File: src/rtl/bcd_pkg.sv
// bcd_pkg: shared constants, the controller state type and the
// leading-zero blanking helper for the BCD sweep controller.
//   BCD_OVF   : result written for source values above 999 (solid glyph)
//   BCD_BLANK : nibble code the glyph logic renders as a blank cell
package bcd_pkg;

   localparam int BCD_L     = 47;
   localparam int BCD_WBITS = 10;
   localparam int BCD_DBITS = 12;

   localparam logic [11:0] BCD_OVF   = 12'hFFF;
   localparam logic [3:0]  BCD_BLANK = 4'hF;

   typedef enum logic [2:0] {IDLE, FETCH, LOAD, CONV, WRITE, DONE} state_t;

   // Blank the hundreds digit if zero, then the tens digit if it is also
   // zero. The units digit always shows; overflow passes through.
   function automatic logic [11:0] bcd_blank(input logic [11:0] d);
      logic [11:0] r;
      r = d;
      if (d != BCD_OVF && d[11:8] == 4'h0) begin
         r[11:8] = BCD_BLANK;
         if (d[7:4] == 4'h0) r[7:4] = BCD_BLANK;
      end
      return r;
   endfunction

endpackage

File: src/rtl/bcd_sweep_ctrl_dabble_conv.sv
// dabble_conv: multi-cycle binary-to-BCD converter (double dabble).
//   clk, RSTn : clock, async active-low reset
//   cv_start  : load cv_in and begin WBITS shift cycles
//   cv_in     : binary source word
//   cv_done   : high during the final shift cycle
//   cv_dout   : 3-digit BCD result, valid from the cycle after cv_done and
//               held until the next conversion finishes; 12'hFFF if cv_in>999
module dabble_conv
   import bcd_pkg::*;
#(
   parameter int WBITS = BCD_WBITS,
   parameter int DBITS = BCD_DBITS
) (
   input  logic             clk,
   input  logic             RSTn,
   input  logic             cv_start,
   input  logic [WBITS-1:0] cv_in,
   output logic             cv_done,
   output logic [DBITS-1:0] cv_dout
);

   localparam int SW = 16 + WBITS;
   localparam int CW = $clog2(WBITS + 1);

   logic [SW-1:0]    r_sr;
   logic [CW-1:0]    r_cnt;
   logic             r_ovf;
   logic [DBITS-1:0] r_dout;
   logic [15:0]      w_adj;
   logic [SW-1:0]    w_next;

   // Add-3 correction on every BCD nibble, then one left shift.
   always_comb begin
      w_adj = '0;
      for (int n = 0; n < 4; n++) begin
         if (r_sr[WBITS + 4*n +: 4] >= 4'd5)
            w_adj[4*n +: 4] = r_sr[WBITS + 4*n +: 4] + 4'd3;
         else
            w_adj[4*n +: 4] = r_sr[WBITS + 4*n +: 4];
      end
      w_next = {w_adj, r_sr[WBITS-1:0]} << 1;
   end

   assign cv_done = (r_cnt == CW'(1));
   assign cv_dout = r_dout;

   always_ff @(posedge clk or negedge RSTn) begin
      if (!RSTn) begin
         r_sr   <= '0;
         r_cnt  <= '0;
         r_ovf  <= 1'b0;
         r_dout <= '0;
      end else if (cv_start) begin
         r_sr  <= {16'h0, cv_in};
         r_cnt <= CW'(WBITS);
         r_ovf <= (32'(cv_in) > 32'd999);
      end else if (r_cnt != '0) begin
         r_sr  <= w_next;
         r_cnt <= r_cnt - CW'(1);
         // Capture the post-shift value so the result is ready in WRITE.
         if (cv_done)
            r_dout <= r_ovf ? DBITS'(BCD_OVF) : w_next[WBITS +: DBITS];
      end
   end

endmodule

File: src/rtl/bcd_sweep_ctrl.sv
// bcd_sweep_ctrl: per-frame scheduler converting the L displayed words to
// BCD and writing them into the character buffer.
//   clk, RSTn       : clock, async active-low reset
//   vsync           : frame sync level, rising edge requests a sweep
//   run             : sweep enable; low at a word write aborts the sweep
//   ovr_clr         : clears the sticky overrun flag (a set wins)
//   rd_idx/rd_data  : source read port, data valid one cycle after index
//   wr_en/addr/data : character buffer write port
//   busy, done, ovr : sweep in progress, end-of-sweep pulse, overrun sticky
// Build option: define BCD_ZERO_BLANK_EN to blank leading zero digits.
module bcd_sweep_ctrl
   import bcd_pkg::*;
#(
   parameter int L     = BCD_L,
   parameter int WBITS = BCD_WBITS,
   parameter int DBITS = BCD_DBITS,
   parameter int IDXW  = 6
) (
   input  logic             clk,
   input  logic             RSTn,
   input  logic             vsync,
   input  logic             run,
   input  logic             ovr_clr,
   output logic [IDXW-1:0]  rd_idx,
   input  logic [WBITS-1:0] rd_data,
   output logic             wr_en,
   output logic [IDXW-1:0]  wr_addr,
   output logic [DBITS-1:0] wr_data,
   output logic             busy,
   output logic             done,
   output logic             ovr
);

   localparam logic [IDXW-1:0] LAST = IDXW'(L - 1);

   state_t           r_state, w_nxt;
   logic [IDXW-1:0]  r_idx;
   logic             r_vs_q, r_ovr;
   logic [DBITS-1:0] r_wr_data, w_res, w_cv_dout;
   logic             w_trig, w_cv_start, w_cv_done;

   dabble_conv #(.WBITS(WBITS), .DBITS(DBITS)) u_conv (
      .clk      (clk),
      .RSTn     (RSTn),
      .cv_start (w_cv_start),
      .cv_in    (rd_data),
      .cv_done  (w_cv_done),
      .cv_dout  (w_cv_dout)
   );

`ifdef BCD_ZERO_BLANK_EN
   assign w_res = bcd_blank(w_cv_dout);
`else
   assign w_res = w_cv_dout;
`endif

   assign w_trig = vsync & ~r_vs_q;

   always_comb begin
      w_nxt      = r_state;
      w_cv_start = 1'b0;
      case (r_state)
         IDLE:  if (w_trig && run) w_nxt = FETCH;
         FETCH: w_nxt = LOAD;
         LOAD: begin
            w_cv_start = 1'b1;
            w_nxt      = CONV;
         end
         CONV:  if (w_cv_done) w_nxt = WRITE;
         WRITE: begin
            if (r_idx == LAST) w_nxt = DONE;
            else if (!run)     w_nxt = IDLE;
            else               w_nxt = FETCH;
         end
         DONE:  w_nxt = IDLE;
         default: w_nxt = IDLE;
      endcase
   end

   always_ff @(posedge clk or negedge RSTn) begin
      if (!RSTn) begin
         r_state   <= IDLE;
         r_idx     <= '0;
         r_vs_q    <= 1'b0;
         r_ovr     <= 1'b0;
         r_wr_data <= '0;
      end else begin
         r_state <= w_nxt;
         r_vs_q  <= vsync;
         // idx only moves on entry to FETCH, so rd_idx holds elsewhere.
         if (r_state == IDLE && w_nxt == FETCH)
            r_idx <= '0;
         else if (r_state == WRITE && w_nxt == FETCH)
            r_idx <= r_idx + IDXW'(1);
         if (w_trig && busy) r_ovr <= 1'b1;
         else if (ovr_clr)   r_ovr <= 1'b0;
         if (r_state == WRITE) r_wr_data <= w_res;
      end
   end

   assign busy    = (r_state == FETCH) || (r_state == LOAD) ||
                    (r_state == CONV)  || (r_state == WRITE);
   assign done    = (r_state == DONE);
   assign wr_en   = (r_state == WRITE);
   assign rd_idx  = r_idx;
   assign wr_addr = r_idx;
   assign wr_data = (r_state == WRITE) ? w_res : r_wr_data;
   assign ovr     = r_ovr;

endmodule
File: config.mk
export PLATFORM = sky130hd
export DESIGN_NAME = bcd_sweep_ctrl
export DESIGN_NICKNAME = d
export VERILOG_FILES = /design/src/rtl/bcd_pkg.sv /design/src/rtl/bcd_sweep_ctrl_dabble_conv.sv /design/src/rtl/bcd_sweep_ctrl.sv
export SDC_FILE = /design/constraint.sdc
export NUM_CORES = 1
export LEC_CHECK = 0
export ABC_CLOCK_PERIOD_IN_PS = 3400
export CAP_MARGIN = 20
export CORE_MARGIN = 1
export CORE_UTILIZATION = 50
export CTS_BUF_LIST = sky130_fd_sc_hd__clkbuf_2
export CTS_CLUSTER_SIZE = 24
export DETAILED_ROUTE_END_ITERATION = 10
export HOLD_SLACK_MARGIN = 0.12
export PLACE_DENSITY = 0.74
export SLEW_MARGIN = 20
export SYNTH_ARGS = -nofsm -noshare
export SYNTH_HDL_FRONTEND = slang
export SYNTH_SLANG_ARGS = --single-unit
File: constraint.sdc
create_clock -name clk -period 3.4 [get_ports clk]
set_clock_uncertainty 0.15 [all_clocks]
set_input_delay 0.68 -clock clk [delete_from_list [all_inputs] [get_ports clk]]
set_output_delay 0.68 -clock clk [all_outputs]
set_load 0.02 [all_outputs]
==> report_table.html <==
<table>
<tr><th>Metric</th><th>Value</th></tr>
<tr><th colspan="2">Outcome</th></tr>
<tr><td>Run status</td><td>finished clean</td></tr>
<tr><th colspan="2">Finish</th></tr>
<tr><td>P&amp;R area growth vs syn</td><td>20.1%</td></tr>
<tr><td>Filler cells</td><td>478</td></tr>
<tr><td>Final net count</td><td>352</td></tr>
<tr><td>Combined flip-flop and latch cell area</td><td>1550 sq um</td></tr>
<tr><td>Post-Layout Inst Area</td><td>3630 sq um</td></tr>
<tr><td>Area taken by multi-input logic gates</td><td>1300 sq um</td></tr>
<tr><td>Share of final-layout standard cells stronger than drive strength 1</td><td>15.4%</td></tr>
<tr><td>Antenna diode count</td><td>0</td></tr>
<tr><th colspan="2">Critical path</th></tr>
<tr><td>Signal arrival time at the worst endpoint</td><td>2360 ps</td></tr>
<tr><td>Kind of start point of the critical path</td><td>flip-flop</td></tr>
<tr><td>Required time of the critical path</td><td>2570 ps</td></tr>
<tr><td>Crit Path Max Fanout</td><td>7</td></tr>
<tr><td>Crit-path cells</td><td>nor2_4, nand2_2, clkinvlp_4, mux2_2, clkdlybuf4s50_1</td></tr>
<tr><td>Critical path class</td><td>flip-flop to primary output</td></tr>
<tr><td>Cell count of the worst reg-to-reg path</td><td>6</td></tr>
<tr><td>Setup crit end kind</td><td>primary output</td></tr>
<tr><td>Largest stage delay on the critical path</td><td>540 ps</td></tr>
<tr><td>Slowest cell on crit path</td><td>clkdlybuf4s50_1</td></tr>
<tr><th colspan="2">Global route</th></tr>
<tr><td>Sum of overflow across all layers after global routing</td><td>0</td></tr>
<tr><td>First-pass GRT wire length</td><td>10,100 um</td></tr>
<tr><td>Tot GR Track Use</td><td>21.3%</td></tr>
<tr><td>Maximum number of pins on one net before global-route repair</td><td>63</td></tr>
<tr><td>Vias in the first global route</td><td>2,141</td></tr>
<tr><td>Initial antenna violation count</td><td>0</td></tr>
<tr><th colspan="2">Synthesis</th></tr>
<tr><td>Xor/xnor share of the synthesized area</td><td>1.45%</td></tr>
<tr><td>Area leader, netlist</td><td>dfrtp_1</td></tr>
<tr><td>Yosys top cell area share</td><td>51.3%</td></tr>
<tr><td>Syn nets</td><td>307</td></tr>
<tr><td>Simple-gate portion of the synthesized area</td><td>15.2%</td></tr>
<tr><td>Dominant synthesized flop cell</td><td>dfrtp_1</td></tr>
<tr><td>Count of flip-flops with a built-in enable after synthesis</td><td>0</td></tr>
<tr><td>Yosys Warn Count</td><td>0</td></tr>
<tr><td>Number of distinct library cells after synthesis</td><td>46</td></tr>
<tr><td>Top cells by count, synth</td><td>62 x dfrtp_1, 29 x nor2_1, 26 x nand2_1, 16 x a31oi_1, 15 x o21ai_0</td></tr>
<tr><td>Most common cell in the netlist</td><td>dfrtp_1</td></tr>
<tr><td>Complex-gate fraction of the synthesized area</td><td>16.1%</td></tr>
<tr><td>Cell area after technology mapping</td><td>3020 sq um</td></tr>
<tr><td>Share of synthesized area occupied by flip-flops and latches</td><td>51.3%</td></tr>
<tr><td>Portion of netlist area occupied by mux cells</td><td>5.88%</td></tr>
<tr><td>Number of standard cells after synthesis</td><td>282</td></tr>
<tr><td>Post-synthesis async set-or-reset flop share</td><td>100%</td></tr>
<tr><td>Adder-cell share of the synthesized area</td><td>4.14%</td></tr>
<tr><td>Cell types with the largest area share after synthesis</td><td>dfrtp_1 51%, mux2_2 5.2%, ha_1 4.1%</td></tr>
<tr><td>Total of flip-flops plus latches after synthesis</td><td>62</td></tr>
<tr><td>Synthesized area divided by synthesized cell count</td><td>10.7 sq um</td></tr>
<tr><td>Combinational family with the most area after synthesis</td><td>compound AO/OA/AOI/OAI gates</td></tr>
<tr><th colspan="2">Die</th></tr>
<tr><td>Floorplan Core Area</td><td>5680 sq um</td></tr>
<tr><td>Die area</td><td>6360 sq um</td></tr>
<tr><td>Row count</td><td>27</td></tr>
<tr><td>Vertical die dimension</td><td>79.8 um</td></tr>
<tr><td>Die Wd</td><td>79.8 um</td></tr>
<tr><td>Starting density of the core</td><td>53.3%</td></tr>
<tr><td>Number of primary I/O pins</td><td>43</td></tr>
<tr><th colspan="2">Min path</th></tr>
<tr><td>Hold crit path type</td><td>input port to asynchronous set/reset pin</td></tr>
<tr><th colspan="2">Power and ir drop</th></tr>
<tr><td>Peak VDD IR</td><td>423 uV</td></tr>
<tr><td>Sum of internal, switching and leakage power</td><td>3.07 mW</td></tr>
<tr><td>Power density over cell area</td><td>846 nW/um^2</td></tr>
<tr><td>Leakage power</td><td>1.54 nW</td></tr>
<tr><th colspan="2">STA</th></tr>
<tr><td>Count of final hold-check violations</td><td>0</td></tr>
<tr><td>Post-route setup slack</td><td>209 ps</td></tr>
<tr><td>Final period demand of the worst path</td><td>3190 ps</td></tr>
<tr><td>Setup tns final</td><td>0 ps</td></tr>
<tr><td>Transition at the pin with the smallest max-transition slack</td><td>792 ps</td></tr>
<tr><td>Max-slew headroom at the worst pin</td><td>47.2%</td></tr>
<tr><td>Unrepaired setup endpoints after global routing</td><td>false</td></tr>
<tr><td>Max Clk Rate</td><td>313 MHz</td></tr>
<tr><td>Period Utilization, post-route</td><td>93.8%</td></tr>
<tr><td>Number of pins with negative max-slew slack in the final report</td><td>0</td></tr>
<tr><td>Total of endpoints with negative setup slack in the final report</td><td>0</td></tr>
<tr><th colspan="2">Detailed routing</th></tr>
<tr><td>Final routed wirelength across all metal layers</td><td>5990 um</td></tr>
<tr><td>Average wire length per cell after detail routing</td><td>14.8 um</td></tr>
<tr><td>First-iteration detailed-routing DRC count</td><td>115</td></tr>
<tr><td>Total vias in the final route</td><td>2,270</td></tr>
<tr><td>Length of routed met3 wiring</td><td>282 um</td></tr>
<tr><td>First-pass iteration count of the detailed router</td><td>4</td></tr>
<tr><td>Met2 wirelength from detailed routing</td><td>2800 um</td></tr>
<tr><td>Detailed-route DRC error count</td><td>0</td></tr>
<tr><td>Length of routed wiring on met1</td><td>2860 um</td></tr>
<tr><td>Highest layer used for signal routing</td><td>met4</td></tr>
<tr><td>Vias per Instance</td><td>5.62</td></tr>
<tr><td>Post-route antenna net violation count</td><td>0</td></tr>
<tr><th colspan="2">Placed design</th></tr>
<tr><td>Place WS</td><td>395 ps</td></tr>
<tr><td>IO buf count</td><td>42</td></tr>
<tr><td>Instance area after placement</td><td>3430 sq um</td></tr>
<tr><td>HPWL after DPL</td><td>3990 um</td></tr>
<tr><td>Final weighted congestion of routability-driven global placement</td><td>0.797</td></tr>
<tr><th colspan="2">CTS</th></tr>
<tr><td>Clock slew at reported path FFs</td><td>170 ps</td></tr>
<tr><td>Total clock sinks</td><td>62</td></tr>
<tr><td>Clock tree from TritonCTS</td><td>built</td></tr>
<tr><td>H-tree levels</td><td>3</td></tr>
<tr><td>Buffers from clock root to sink, at most</td><td>2</td></tr>
<tr><td>Cts bufs inserted</td><td>9</td></tr>
<tr><td>Clock root buffer</td><td>clkbuf_2</td></tr>
<tr><td>Number of buffers added to fix hold violations after cts</td><td>0</td></tr>
<tr><td>Clk Latency, worst-skew pair</td><td>480 ps</td></tr>
<tr><th colspan="2">Flow run</th></tr>
<tr><td>Max-cap check violation count</td><td>0</td></tr>
</table>
==> state kept, by name, indices dropped and copies added, names as in the netlist <==
signal	flops
ovr	1
r_state	3
r_vs_q	1
r_wr_data	12
rd_idx	6
u_conv.cv_dout	12
u_conv.r_cnt	4
u_conv.r_ovf	1
u_conv.r_sr	22
==> where the power goes <==
part	switching [mW]	internal [mW]	leakage (nW)	total [mW]
Sequential	0.211	1.03	0.757	1.24
Combinational	0.648	0.597	0.699	1.24
Clock	0.270	0.312	0.0832	0.582
==> metal layers <==
metal	global-route usage (%)	up-vias
met3	8.23	4
met5	0	-
li1	-	1090
met2	33.0	57
met4	6.07	0
met1	27.7	1119
==> area by class of cell <==
cell class,count,share of cell area (%)
tap,72,2.48
multi-input combinational,190,35.7
sequential,62,42.8
timing repair inverter,1,0.207
inverter,14,1.55
timing repair buffer,49,12.9
clock buffer,9,1.24
clock inverter,7,3.10
==> final timing paths <==
kind                                 startpoint           endpoint  slack [ps]
worst max-delay path                 r_state[0]         wr_data[2]         210
worst min-delay path                       RSTn          rd_idx[5]         190
worst max register to register  u_conv.r_cnt[1]  u_conv.cv_dout[5]        1140
worst min register to register     r_wr_data[4]       r_wr_data[4]         370
max in group asynchronous                  RSTn         r_state[2]        2370
min in group clk                   r_wr_data[4]       r_wr_data[4]         370
==> layout by cell type (no fill, tap or decap), types with 2 or more instances in the layout <==
cell type,n
dfrtp_1,60
clkdlybuf4s50_1,41
nor2_1,29
nand2_1,25
a31oi_1,16
o21ai_0,15
mux2_2,14
a21oi_1,14
inv_1,13
ha_1,10
clkbuf_2,9
nand3_1,7
buf_4,7
a22o_1,6
xnor2_1,5
o31ai_1,5
o22a_1,5
clkinvlp_4,4
nand2b_1,4
nor3b_1,4
a211oi_1,3
bufinv_16,3
nor3b_2,2
nor3_1,2
mux2i_1,2
clkinv_1,2
dfrtp_2,2
==> worst max-delay path, delay by kind of cell (launching register included) <==
kind / cells / cell delay (ps)
flops: 1 / 480
buf+inv: 2 / 740
mux: 1 / 370
simple gates: 2 / 300
==> per-stage QoR <==
stage | utilization, % | instances | hold WS (ps)
after global routing | 64.0 | 404 | 185
final | 64.0 | 404 | 185
after CTS | 63.7 | 402 | 188
after floorplan | - | 282 | 234
after global placement | 60.5 | 384 | 333
after detailed placement | 60.5 | 384 | 336
==> logic make-up (layout without fill, tap and decap cells) <==
logic type / count (synthesis) / after routing
fa+ha+maj: 10 / 10
simple gates: 87 / 87
flops: 62 / 62
xor+xnor: 5 / 5
mux: 16 / 16
compound gates: 72 / 72
buf+inv: 30 / 80
==> timing repair <==
action                                  in CTS  in global routing
endpoints found under the hold margin        0                  0
endpoints found under the setup margin      12                 12
buffers inserted                             1                  2
gates resized for setup                      4                  1
pin swaps                                    0                  1
cloned                                       1                  0
Note: power is estimated with default switching activity, not from simulation.
